File: config.mk
export PLATFORM = sky130hd
export DESIGN_NAME = data_path_param
export DESIGN_NICKNAME = d
export VERILOG_FILES = /design/src/rtl/data_path_param.sv
export SDC_FILE = /design/constraint.sdc
export NUM_CORES = 1
export LEC_CHECK = 0
export ABC_AREA = 1
export CAP_MARGIN = 20
export CORE_MARGIN = 2
export CORE_UTILIZATION = 45
export DETAILED_ROUTE_END_ITERATION = 12
export DONT_BUFFER_PORTS = 1
export MAX_ROUTING_LAYER = met4
export PLACE_DENSITY_LB_ADDON = 0.08
export SETUP_SLACK_MARGIN = 0.3
export SYNTH_ARGS = -nofsm -noshare
export SYNTH_HDL_FRONTEND = slang
export SYNTH_SLANG_ARGS = --single-unit
File: constraint.sdc
create_clock -name clk -period 4.27 [get_ports clk]
set_clock_uncertainty 0.2 [all_clocks]
set_input_delay 0.854 -clock clk [delete_from_list [all_inputs] [get_ports clk]]
set_output_delay 0.854 -clock clk [all_outputs]
set_load 0.02 [all_outputs]
File: src/rtl/data_path_param.sv
// K&S processor datapath: PC, IR, 4-entry register file, ALU, flags register
// and instruction decode. Data width and RAM address width are parameters.

package k_and_s_pkg;
  typedef enum logic [3:0] {
    I_NOP    = 4'd0,
    I_LOAD   = 4'd1,
    I_STORE  = 4'd2,
    I_MOVE   = 4'd3,
    I_ADD    = 4'd4,
    I_SUB    = 4'd5,
    I_AND    = 4'd6,
    I_OR     = 4'd7,
    I_BRANCH = 4'd8,
    I_BZERO  = 4'd9,
    I_BNZERO = 4'd10,
    I_BNEG   = 4'd11,
    I_BNNEG  = 4'd12,
    I_HALT   = 4'd13
  } decoded_instruction_type;
endpackage

module data_path_param
  import k_and_s_pkg::*;
#(
  parameter int DATA_W = 16,
  parameter int ADDR_W = 5
) (
  input  logic                    clk,
  input  logic                    rst,
  input  logic                    branch,
  input  logic                    pc_enable,
  input  logic                    ir_enable,
  input  logic                    addr_sel,
  input  logic                    c_sel,
  input  logic [1:0]              operation,
  input  logic                    write_reg_enable,
  input  logic                    flags_reg_enable,
  output decoded_instruction_type decoded_instruction,
  output logic                    zero_op,
  output logic                    neg_op,
  output logic                    unsigned_overflow,
  output logic                    signed_overflow,
  output logic [ADDR_W-1:0]       ram_addr,
  output logic [DATA_W-1:0]       data_out,
  input  logic [DATA_W-1:0]       data_in
);

  logic [ADDR_W-1:0] pc_q, pc_d;
  logic [15:0]       ir_q, ir_d;
  logic [DATA_W-1:0] rf_q [4];
  logic [DATA_W-1:0] rf_d [4];
  logic [3:0]        flags_q, flags_d;   // {zero, neg, unsigned_ovf, signed_ovf}

  logic [1:0]        a_addr_s, b_addr_s, c_addr_s;
  logic [ADDR_W-1:0] mem_addr_s;
  logic [DATA_W-1:0] bus_a_s, bus_b_s, bus_c_s, alu_out_s;
  logic [DATA_W:0]   add_s, sub_s;
  logic              alu_uovf_s, alu_sovf_s;
  logic              unused_ir_s;

  // IR bit 7 is never a field for any instruction.
  assign unused_ir_s = ir_q[7];

  // Decode the current instruction; every field gets a default first.
  always_comb begin
    decoded_instruction = I_NOP;
    a_addr_s            = 2'd0;
    b_addr_s            = 2'd0;
    c_addr_s            = 2'd0;
    mem_addr_s          = '0;
    case (ir_q[15:8])
      8'h00: decoded_instruction = I_NOP;
      8'h81: begin
        decoded_instruction = I_LOAD;
        c_addr_s            = ir_q[6:5];
        mem_addr_s          = ir_q[ADDR_W-1:0];
      end
      8'h82: begin
        decoded_instruction = I_STORE;
        a_addr_s            = ir_q[6:5];
        mem_addr_s          = ir_q[ADDR_W-1:0];
      end
      8'h91: begin
        decoded_instruction = I_MOVE;
        a_addr_s            = ir_q[1:0];
        b_addr_s            = ir_q[1:0];
        c_addr_s            = ir_q[3:2];
      end
      8'hA1, 8'hA2, 8'hA3, 8'hA4: begin
        case (ir_q[10:8])
          3'd1:    decoded_instruction = I_ADD;
          3'd2:    decoded_instruction = I_SUB;
          3'd3:    decoded_instruction = I_AND;
          default: decoded_instruction = I_OR;
        endcase
        a_addr_s = ir_q[1:0];
        b_addr_s = ir_q[3:2];
        c_addr_s = ir_q[5:4];
      end
      8'h01: begin decoded_instruction = I_BRANCH; mem_addr_s = ir_q[ADDR_W-1:0]; end
      8'h02: begin decoded_instruction = I_BZERO;  mem_addr_s = ir_q[ADDR_W-1:0]; end
      8'h0B: begin decoded_instruction = I_BNZERO; mem_addr_s = ir_q[ADDR_W-1:0]; end
      8'h03: begin decoded_instruction = I_BNEG;   mem_addr_s = ir_q[ADDR_W-1:0]; end
      8'h0A: begin decoded_instruction = I_BNNEG;  mem_addr_s = ir_q[ADDR_W-1:0]; end
      8'hFF: decoded_instruction = I_HALT;
      default: decoded_instruction = I_NOP;
    endcase
  end

  assign bus_a_s  = rf_q[a_addr_s];
  assign bus_b_s  = rf_q[b_addr_s];
  assign bus_c_s  = c_sel ? alu_out_s : data_in;
  assign data_out = bus_a_s;
  assign ram_addr = addr_sel ? mem_addr_s : pc_q;

  assign add_s = {1'b0, bus_a_s} + {1'b0, bus_b_s};
  assign sub_s = {1'b0, bus_a_s} - {1'b0, bus_b_s};

  // ALU result and overflow flags; the extra top bit is carry (ADD) or borrow (SUB).
  always_comb begin
    alu_out_s  = '0;
    alu_uovf_s = 1'b0;
    alu_sovf_s = 1'b0;
    case (operation)
      2'b00: begin
        alu_out_s  = add_s[DATA_W-1:0];
        alu_uovf_s = add_s[DATA_W];
        alu_sovf_s = (bus_a_s[DATA_W-1] == bus_b_s[DATA_W-1]) &&
                     (add_s[DATA_W-1] != bus_a_s[DATA_W-1]);
      end
      2'b01: begin
        alu_out_s  = sub_s[DATA_W-1:0];
        alu_uovf_s = sub_s[DATA_W];
        alu_sovf_s = (bus_a_s[DATA_W-1] != bus_b_s[DATA_W-1]) &&
                     (sub_s[DATA_W-1] != bus_a_s[DATA_W-1]);
      end
      2'b10:   alu_out_s = bus_a_s & bus_b_s;
      default: alu_out_s = bus_a_s | bus_b_s;
    endcase
  end

  // Next-state for PC, IR, register file and flags from the control strobes.
  always_comb begin
    pc_d    = pc_q;
    ir_d    = ir_q;
    flags_d = flags_q;
    for (int i = 0; i < 4; i++) rf_d[i] = rf_q[i];
    if (pc_enable) begin
      pc_d = branch ? mem_addr_s : pc_q + ADDR_W'(1);
    end else begin
      pc_d = pc_q;
    end
    if (ir_enable) begin
      ir_d = data_in[15:0];
    end else begin
      ir_d = ir_q;
    end
    // c_addr_s comes from the old IR, so a simultaneous fetch does not redirect the write.
    if (write_reg_enable) begin
      rf_d[c_addr_s] = bus_c_s;
    end else begin
      rf_d[c_addr_s] = rf_q[c_addr_s];
    end
    if (flags_reg_enable) begin
      flags_d = {(alu_out_s == '0), alu_out_s[DATA_W-1], alu_uovf_s, alu_sovf_s};
    end else begin
      flags_d = flags_q;
    end
  end

  // State registers with asynchronous reset to the idle datapath.
  always_ff @(posedge clk or posedge rst) begin
    if (rst) begin
      pc_q    <= '0;
      ir_q    <= 16'h0000;
      flags_q <= 4'b0000;
      for (int i = 0; i < 4; i++) rf_q[i] <= '0;
    end else begin
      pc_q    <= pc_d;
      ir_q    <= ir_d;
      flags_q <= flags_d;
      for (int i = 0; i < 4; i++) rf_q[i] <= rf_d[i];
    end
  end

  assign zero_op           = flags_q[3];
  assign neg_op            = flags_q[2];
  assign unsigned_overflow = flags_q[1];
  assign signed_overflow   = flags_q[0];

endmodule

* Yosys cells after proc, flatten, opt, wreduce, memory -nomap -nowiden
Cells that the tools add are included.
** Cells by class
- Reduce and logical (&&, ||, !) cells :: 8
- Muxes and demuxes :: 26
- Bitwise operators :: 5
- $lt $le $gt $ge :: 4
- Eq/ne operators :: 22
- Add/subtract/negate cells :: 3
** Operators with widths (number)
- $bwmux W64 :: 2
- $mux W16 :: 8
- $bmux W16 S2 :: 3
- $eq A8 B8 Y1 const B :: 8
- $mux W64 :: 1
- $pmux W16 S3 :: 1
- $pmux W4 S10 :: 1
- $demux W16 S2 :: 1
- $add A16 B16 Y17 :: 1
- $sub A16 B16 Y17 :: 1
- $and A16 B16 Y16 :: 1
- $eq A8 B2 Y1 const B :: 2
- $eq A8 B4 Y1 const B :: 2
- $logic_not A16 Y1 :: 1
- $or A16 B16 Y16 :: 1
- $mux W5 :: 3
- $pmux W2 S3 :: 2
- $ge A3 B3 Y1 const B :: 3
- $not A2 Y3 :: 3
- $eq A8 B1 Y1 const B :: 1
- $pmux W2 S2 :: 2
- $reduce_or A7 Y1 :: 1
- $eq A3 B2 Y1 const B :: 2
- $add A5 B1 Y5 const B :: 1
- other kinds (11) :: 16
** Word-level totals
- Word-level logic and storage cells :: 75
- Input port bits :: 27
- Bits in registers :: 89
- Output and inout port bits :: 29

* Logic depth before layout (Yosys ltp)
Gate-level depths: netlist of the first run.
- Depth in word-level cells :: 12
- Mapped depth :: 35
- Depth with buffers taken out :: 34

* Worst setup path before layout of the first run
No wires, ideal clock.
- Kind :: reg-to-reg
- Start point :: reg ir_q[12]
- End point :: reg rf_q[63] (netlist name)
- Buffers on the path :: 3
- Period minus slack after synthesis :: 4.872 ns
- Slack :: -0.602 ns
- Required time :: 3.940 ns
- Arrival :: 4.542 ns
- Cell stages (with the launch flop) :: 34
- Library setup time :: 0.130 ns
- Cells stage by stage :: dfrtp_1 -> inv_2 -> nand2_1 -> nor2_4 -> nand2_4 -> nand2_4 -> nand2_4 -> nand2_2 -> buf_6 -> clkbuf_1 -> clkbuf_1 -> nand2_1 -> a32oi_1 -> inv_1 -> ha_1 -> inv_1 -> nand2_1 -> o21ai_1 -> nand2_1 -> a21oi_1 -> nand2_1 -> nand2_1 -> nand2_1 -> nand2_1 -> nand2_1 -> nand2_1 -> xor2_1 -> nor2_1 -> a21oi_1 -> nand3_2 -> nand2_1 -> nand2_1 -> nand3_1 -> o21ai_1
** Between the ends
- Word-level cells in the longest chain between the ends :: 12
- Elaborated cells between the ends (all ways) :: 38
- Classes of those cells :: add/sub (2); order compare (2); eq/ne (7); mux (19); bitwise (5); reduce/logical (3)
** RTL lines
- start: declaration :: RTL line 50 : logic [15:0] ir_q, ir_d;
- start signal: assignment :: RTL line 181 : ir_q <= ir_d;
- $eq A8 B8 Y1 :: RTL line 72 : case (ir_q[15:8])
- $reduce_or A5 Y1 (no source line)
- $pmux W2 S2 * :: RTL line 72
- $not A2 Y3 (not written as such) * :: RTL line 111 : assign bus_a_s = rf_q[a_addr_s];
- $bmux W16 S2 * :: RTL line 111
- $mux W16 (not written as such) * (2 in series) :: RTL line 111
- named net data_out[1] :: RTL line 45 : output logic [DATA_W-1:0] data_out,
- $sub A16 B16 Y17 / $add A16 B16 Y17 (equally long branches) :: RTL line 118, 117
- $pmux W16 S3 * :: RTL line 125 : case (operation)
- $mux W16 * :: RTL line 113 : assign bus_c_s = c_sel ? alu_out_s : data_in;
- $bwmux W64 * :: RTL line 161 : rf_d[c_addr_s] = bus_c_s;
- $mux W64 * :: RTL line 160 : if (write_reg_enable) begin
- end: declaration :: RTL line 51 : logic [DATA_W-1:0] rf_q [4];
Mark *: on every way through the listed nets, which the timed path passes. The rest lies on a longest branch. The select of a mux whose other input is x is not followed.
A chain may end at the register's enable or synchronous reset.

* Final worst setup path of the first run
- Start point :: reg ir_q[8]
- End point :: reg rf_q[63] (netlist name)
** Between the ends
- Word-level cells in the longest chain between the ends :: 12
- Elaborated cells between the ends (all ways) :: 38
- Classes of those cells :: add/sub (2); order compare (2); eq/ne (7); mux (19); bitwise (5); reduce/logical (3)
** RTL lines
- $eq A8 B8 Y1 :: RTL line 72
- $reduce_or A5 Y1 (no source line) / $reduce_or A4 Y1 (equally long branches)
- $pmux W2 S2 :: RTL line 72
- $not A2 Y3 (on tied branches) :: RTL line 111, 112
- $bmux W16 S2 (on tied branches) :: RTL line 111, 112
- $mux W16 (on tied branches) (2 in series) :: RTL line 111, 112
- $sub A16 B16 Y17, or another cell as far along :: RTL line 118 : assign sub_s = {1'b0, bus_a_s} - {1'b0, bus_b_s};
- $pmux W16 S3 :: RTL line 125
- $mux W16 :: RTL line 113
- $bwmux W64 :: RTL line 161
- $mux W64 * :: RTL line 160
Mark *: on every way between the ends. The rest lies on a longest branch, timed or not. The select of a mux whose other input is x is not followed.

==> results.txt, run 1 <==
- Pin placement for this block handled 56 I/O pins.
- 0 antenna diodes ended up in the layout.
- CTS Buf Count: 9
- The flow ran to the end, and the final reports show no timing, DRC or antenna violations.
* Global-route met1 utilization: between 40% and 50%
- Ratio of total power to cell area: roughly 500 nW/um2
* Clock network latency to the later pin of the worst-skew pair: between 0.3 and 0.4 ns
* Buffer levels on the longest clock path: 2
* Max-slew violations: 0
- Worst Tran Pin Value: 0.923 ns
* Share of the clock period used by the worst path after layout: 97.4%
- Global routing consumed, on the met2 layer, 50.4% of the routing resources.
- Tmin final: 4.16 ns
- Compared with the post-synthesis result, the final layout area differs by 30.5%.
* Count of final setup violators: 0
* Number of global-route vias before repair: 8,528
* Cell taking the most area after synthesis: sky130_fd_sc_hd__dfrtp_1
- DR WL/cell: 18.3 um
- Total Wirelength: between 20 and 30 mm
- Along the worst path, the maximum fanout reaches 10.
- Type of origin of the critical path: flop
- Summed over all layers, the global routing overflow is 0.
- The min-delay analysis places its worst path in the category in -> async.
- For this run, the number of Yosys warnings is 0.
- Horizontal extent of the die: 138 um
* Gate Count Post-Synth: 1,259
- FFs w/ async S/R, synth: 100%
* Antenna Violating Nets Remaining: 0
- For this block, the via count after detailed routing is 8,897.
- Unrepaired setup endpoints after global routing: true
* Fraction of the yosys area taken by sequential cells: 27.2%
- The worst setup path is of the reg -> reg kind.
- After routing, the total negative slack on setup checks comes to 0 ns.
- For this configuration, the core starts out at a cell density of a little under half.
* Core ar.: 17,800 um2
- Detailed-router iteration count before antenna repair: 5
- Setup slack closes at 0.111 ns.
- Sorting the synthesized cells by area gives the leading types as sky130_fd_sc_hd__dfrtp_1 (27%), sky130_fd_sc_hd__nand2_1 (12%), sky130_fd_sc_hd__inv_1 (9.3%).
- Total instance count after detailed placement: 1,539
* Register clock-pin slew on the reported worst setup and hold paths: 0.07 ns
- The congestion estimate from routability-driven global placement came to 0.956.
* Data required time of the critical path: ~4.3 ns
* Arrival time of the worst setup path: 4.19 ns
- Mapped Area: 8080 um2
- Maximum level of the CTS H-tree: 3
* Final Hold Violating Endpoints: 0
- Detailed placement HPWL: 21.9 mm
* # DRC: 0
* Count of different cell masters after synthesis: 46
- Floorplan row count: 49
* Yosys top cell area share: 27.2%
- Final instance count without filler cells: 1,595
- TritonCTS built the clock tree.
- For this block, the initial DRC count from the detailed router was 639.
* Clock sink count: between 80 and 90
* Most Used Layer, Global Route: met2
- Count of flip-flops with a built-in enable after synthesis: 0
* Fmax achieved: 0.240 GHz
- VDD sags by at most roughly 0.30 mV.
- A synthesized cell averages roughly 6.4 um2.
* Post-synthesis sequential element count: 88
- Top flip-flop cell by instance count after synthesis: sky130_fd_sc_hd__dfrtp_1
- Wire length of the first global-routing pass: 46.5 mm
* Total Die Area: 19,000 um2
* Max-cap viol count: 0
- Number of buffers added on ports: 0
- After detailed routing, the number of vias per cell comes to 5.58.
- When the netlist entered floorplanning its net count stood at between 1k and 1.5k.
- Entering global routing, the biggest net connects 36 pins.
- Hold repair after CTS inserted 0 buffers.
- Type of element capturing the critical path: flop
* Number of antenna violations at the first check in global routing: 0
- For this design the static power due to leakage is roughly 5 nW.
- The net count of the finished layout is roughly 1.4k.
- Minimum hold slack: 0.235 ns
- Slew headroom: 38.3%
- Fraction of final layout cells with drive strength greater than 1: 26.4%
* Die Ht: 138 um
- Clock tree synthesis selected as its root buffer the cell sky130_fd_sc_hd__clkbuf_16.
* Post-place setup slack: -0.0889 ns
* Met3 GRT Util: 5.40%
- In the global route stage, overall resource usage came out at 31.5%.
## sequential cells by signal, summed over array words and instances (netlist names)
signal   count
rf_q        64
ir_q        15
pc_q         5
flags_q      4
## power by group
part	internal, W	leakage (nW)	switching [W]
logic	0.00126	3.96	0.00186
registers	0.00105	0.969	0.000221
clock network	0.000546	0.159	0.000344
## placed cells by master, fill, tap and decap left out, types with 8 or more instances in the layout
cell type                   Yosys  final
sky130_fd_sc_hd__nor3_1        11      8
sky130_fd_sc_hd__buf_4          0    122
sky130_fd_sc_hd__nand2_2       17     38
sky130_fd_sc_hd__a32oi_1       24     13
sky130_fd_sc_hd__nand3_2        8     24
sky130_fd_sc_hd__inv_2         13     27
sky130_fd_sc_hd__ha_1          49     41
sky130_fd_sc_hd__o21ai_1       14     29
sky130_fd_sc_hd__nand3_1      106     87
sky130_fd_sc_hd__clkbuf_16      0     10
sky130_fd_sc_hd__o21ai_0      116     90
sky130_fd_sc_hd__a21oi_2        1     10
sky130_fd_sc_hd__nor2_1       117    105
sky130_fd_sc_hd__nand2_1      261    227
sky130_fd_sc_hd__o21ai_2        3      9
sky130_fd_sc_hd__nand2_4        4     16
sky130_fd_sc_hd__inv_1        201    183
sky130_fd_sc_hd__or2_2         13     12
sky130_fd_sc_hd__dfrtp_1       88     85
sky130_fd_sc_hd__a21oi_1       74     62
sky130_fd_sc_hd__o22ai_1       34     33
sky130_fd_sc_hd__nand4_1        9      9
sky130_fd_sc_hd__nor2_2         3     11
## cells in the mapped netlist, types with 13 or more instances
master                     number
sky130_fd_sc_hd__a21oi_1       74
sky130_fd_sc_hd__a32oi_1       24
sky130_fd_sc_hd__clkbuf_1      35
sky130_fd_sc_hd__dfrtp_1       88
sky130_fd_sc_hd__ha_1          49
sky130_fd_sc_hd__inv_1        201
sky130_fd_sc_hd__inv_2         13
sky130_fd_sc_hd__nand2_1      261
sky130_fd_sc_hd__nand2_2       17
sky130_fd_sc_hd__nand3_1      106
sky130_fd_sc_hd__nor2_1       117
sky130_fd_sc_hd__o21ai_0      116
sky130_fd_sc_hd__o21ai_1       14
sky130_fd_sc_hd__o22ai_1       34
sky130_fd_sc_hd__or2_2         13
## path summary, 6_finish.rpt
kind                          start  endpoint  slack [ns]  cells past startpoint
max                         ir_q[8]  rf_q[63]        0.11                     27
min                             rst  rf_q[56]        0.23                      1
max reg2reg                 ir_q[8]  rf_q[63]        0.11                     27
min reg2reg                rf_q[44]  rf_q[44]        0.28                      2
max in group asynchronous       rst   ir_q[8]        2.75                      2
min in group clk           rf_q[44]  rf_q[44]        0.28                      2
## layer usage
layer | wire, um | share of wire [%]
met1 | 12900 | 44
met5 | 0 | 0
met4 | 641 | 2.2
met3 | 1860 | 6.4
met2 | 13700 | 47
## cell type report
class / count / area, um2
clock buffer: 12 / 256
clock inverter: 4 / 76.3
fill: 1761 / 7230
inverter: 217 / 828
multi-input combinational: 908 / 5660
sequential: 88 / 2210
tap: 229 / 287
timing repair buffer: 137 / 1230
## what timing repair did
item                                    CTS  global route
cloned                                    3             1
endpoints found under the setup margin   44            55
setup buffers                            18            17
pin swaps                                40            50
gates resized for setup                  83            67
## worst max-delay path, stage by stage (launching register included)
cell and delay, ns:
sky130_fd_sc_hd__dfrtp_2 0.44, sky130_fd_sc_hd__o21ai_2 0.15, sky130_fd_sc_hd__nand2_2 0.12, sky130_fd_sc_hd__nand2_4 0.10
sky130_fd_sc_hd__nand2_4 0.07, sky130_fd_sc_hd__nand2_4 0.10, sky130_fd_sc_hd__nand2_8 0.09, sky130_fd_sc_hd__bufbuf_16 0.29
sky130_fd_sc_hd__o21ai_0 0.16, sky130_fd_sc_hd__inv_1 0.07, sky130_fd_sc_hd__a32oi_2 0.26, sky130_fd_sc_hd__inv_1 0.08
sky130_fd_sc_hd__ha_1 0.34, sky130_fd_sc_hd__inv_1 0.10, sky130_fd_sc_hd__a21oi_1 0.23, sky130_fd_sc_hd__nand2_2 0.10
sky130_fd_sc_hd__nand2_1 0.08, sky130_fd_sc_hd__nand2_2 0.08, sky130_fd_sc_hd__nand2_2 0.10, sky130_fd_sc_hd__nand2_2 0.06
sky130_fd_sc_hd__xor2_1 0.14, sky130_fd_sc_hd__nor2_1 0.07, sky130_fd_sc_hd__a21oi_2 0.14, sky130_fd_sc_hd__nand3_2 0.13
sky130_fd_sc_hd__nand2_2 0.10, sky130_fd_sc_hd__nand2_4 0.06, sky130_fd_sc_hd__nand3_1 0.08, sky130_fd_sc_hd__o21ai_1 0.07
## metrics by stage
| step | util, % | total power [W] | instance area [um2] |
|---|---|---|---|
| floorplan | - | 0.00309 | 8470 |
| global placement | 52.2 | 0.00397 | 9280 |
| detailed placement | 52.2 | 0.00399 | 9280 |
| CTS | 57.1 | 0.00506 | 10200 |
| global route | 59.3 | 0.00569 | 10600 |
| finish | 59.3 | 0.00529 | 10600 |
## cell families (layout without fill, tap and decap cells)
| family | Yosys count | count (layout) | share of synthesized area (%) |
|---|---|---|---|
| and+or+nand+nor | 559 | 559 | 30.7 |
| AOI/OAI and AO/OA | 289 | 289 | 20.5 |
| buffers and inverters | 263 | 370 | 12.4 |
| DFF | 88 | 88 | 27.2 |
| adders and majority gates | 51 | 51 | 8.08 |
| xor gates and xnor gates | 6 | 6 | 0.650 |
| muxes | 3 | 3 | 0.418 |
No activity file was read; power rests on OpenSTA's default activity.
==> run 2, diff against run 1 <==
Settings changed: CORE_UTILIZATION 45 to 40, SKIP_CTS_REPAIR_TIMING set to 1.
==> results.txt, run 2 (same netlist as run 1, synthesis figures left out) <==
* Number of DRC violations after detailed-routing iteration 0: 772
- Number of antenna violations at the first check in global routing: 0
- The first global-routing pass estimated 47.3 mm of wire.
- Using the TritonRoute via totals, the vias-per-cell ratio works out to approximately 5.4.
* Largest registers: rf_q x64, ir_q x15, pc_q x5
- The floorplan step set the die height to 146 um.
- Slew headroom: between 30 and 40%
- In the final layout, the multi-input gates occupy 5530 um2.
- Fmax achieved: between 0.2 and 0.25 GHz
* DR WL/cell: 18.6 um
- On the final layout, the worst hold slack is roughly 0.22 ns.
- Count of final setup violators: 0
- Slowest stage cell, crit path: sky130_fd_sc_hd__dfrtp_1
- Total Die Area: 21,400 um2
- The worst path meets setup with 0.0457 ns of slack.
* Detailed placement HPWL: between 20 and 25 mm
* Highest net fanout along the worst path: 10
- Antenna Violating Nets Remaining: 0
- Counting the buffers created by CTS gives 9.
- In the routed design, unresolved DRC markers number 0.
* Top reg by flops: rf_q
- The final-report max-slew violation count was 0.
- The pre-antenna-repair detailed-routing pass consisted of 5 iterations.
- Post-place setup slack: -0.0877 ns
- The repair_antennas step left the layout with diodes totalling 0.
* Destination of the worst register-to-register timing path: rf_q[63]
- After layout, the worst path uses 98.9% of the clock period.
* Count of vias placed by the detailed router: 8,860
- The congestion estimate from routability-driven global placement came to approximately 0.97.
* Floorplan row count: 51
- Final Hold Violating Endpoints: 0
* Worst ir drop on vdd: 0.266 mV
* Leak Pwr: 5.07 nW
* Fillers: about 2.0k
* Critical setup path kind: reg -> reg
- Arrival time of the worst setup path: 4.26 ns
* Horizontal extent of the die: 146 um
- Register clock-pin slew on the reported worst setup and hold paths: ~0.07 ns
- Unrepaired setup endpoints after global routing: true
- The design draws 0.00525 W.
- The post-route netlist has about a quarter of its cells at a drive strength greater than 1.
* Total Neg Setup Slack: 0 ns
- Largest incremental delay on the critical path: 0.38 ns
* Core ar.: 19,700 um2
* Type of element capturing the critical path: flop
- Result of the run: finished clean
- For the pin with the worst max-slew slack, the measured transition is approximately 1 ns.
- Relative to the synthesized area, the layout overhead comes to 28.9%.
* CTS Root Cell: sky130_fd_sc_hd__clkbuf_16
- The H-tree generated during clock tree synthesis spans 3 levels.
* Leading cell types in the layout, fill and taps excluded: sky130_fd_sc_hd__nand2_1 (234), sky130_fd_sc_hd__inv_1 (189), sky130_fd_sc_hd__buf_4 (138)
- Buffer levels on the longest clock path: 2
* Number of global-route vias before repair: 8,253
* Maximum number of pins on one net before global-route repair: 44
- In this run the count of I/O pins placed on the die edge is 56.
- Global routing finished with a remaining overflow of 0.
- Wires add up to 30.5 mm.
- Largest register FFs: 64
- Number of buffers added on ports: 0
- In the final design database the tool counted 1,449 nets.
- Dividing total power by cell area gives a power density of around 500 nW/um2.
- Worst R2R Start: ir_q[11]
- Type of origin of the critical path: flop
- R2R depth: 25
- Initial cell density of the core: 41.1%
- Reg2reg setup slack: around 0.046 ns
- CTS tree: done
- The worst path in the final design needs a cycle of 4.22 ns, including I/O delays and setup.
- Final core occ: 53.0%
- Hold/Removal Path Class: in -> async
- Total routing resource utilization after global routing: 29.0%
- The clock net in this run drives a total of between 80 and 90 sinks.
* Most frequent standard cell in the layout excluding fill and tap cells: sky130_fd_sc_hd__nand2_1
- Across the whole layout, storage elements account for 2200 um2.
- The later pin in the worst-skew pair is clocked with a latency of 0.36 ns.
- Max-cap violations in this run came to 0.
- Data required time of the critical path: 4.30 ns
-- run 2: how the worst max path moves through the flow --
| stage | slack, ns | from | depth (start not counted) | to |
|---|---|---|---|---|
| 2_1_floorplan | 0.19 | ir_q[10] | 33 | rf_q[63] |
| 3_3_place_gp | -0.1 | ir_q[14] | 27 | rf_q[12] |
| 3_5_place_dp | -0.09 | ir_q[14] | 29 | rf_q[28] |
| 4_1_cts | -0.11 | ir_q[8] | 27 | rf_q[28] |
| 5_1_grt | -0.30 | ir_q[9] | 27 | rf_q[47] |
| 6_report | 0.05 | ir_q[11] | 25 | rf_q[63] |
-- run 2: area by class of cell --
| class | instances | area share (%) |
|---|---|---|
| multi-input combinational | 908 | 53.1 |
| sequential | 88 | 21.1 |
| timing repair buffer | 147 | 11.6 |
| inverter | 217 | 8.01 |
| tap | 265 | 3.18 |
| clock buffer | 9 | 2.16 |
| clock inverter | 7 | 0.805 |
-- run 2: layer usage --
layer  vias up  track usage (%)  part of all wire [%]  wire length [um]
met2       292             44.7                    45             13900
met4         0             8.50                   2.6               796
met5         -                -                     0                 0
met1      4154             40.1                    45             13900
li1       4366                -                     -                 -
met3        48             3.78                   6.4              1960
-- run 2: stage by stage --
step	instance area, um2	cells
floorplan	8470	1259
global placement	9590	1611
detailed placement	9590	1611
CTS	9900	1627
global route	10400	1641
finish	10400	1641
-- run 2: report_power, final --
part           leakage, nW  internal [W]  switching, W
Clock                0.149      0.000467      0.000396
Sequential           0.971       0.00105      0.000219
Combinational         3.95       0.00127       0.00185
Total                 5.07       0.00278       0.00246
-- run 2: critical path, delay by kind of cell, from the launching register on --
family,cells,cell delay [ns]
AO/OA/AOI/OAI,6,1.13
buffers and inverters,6,0.67
adder cells (fa/ha/maj),1,0.34
flip-flops,1,0.38
AND/OR/NAND/NOR,11,1.22
XOR/XNOR,1,0.15
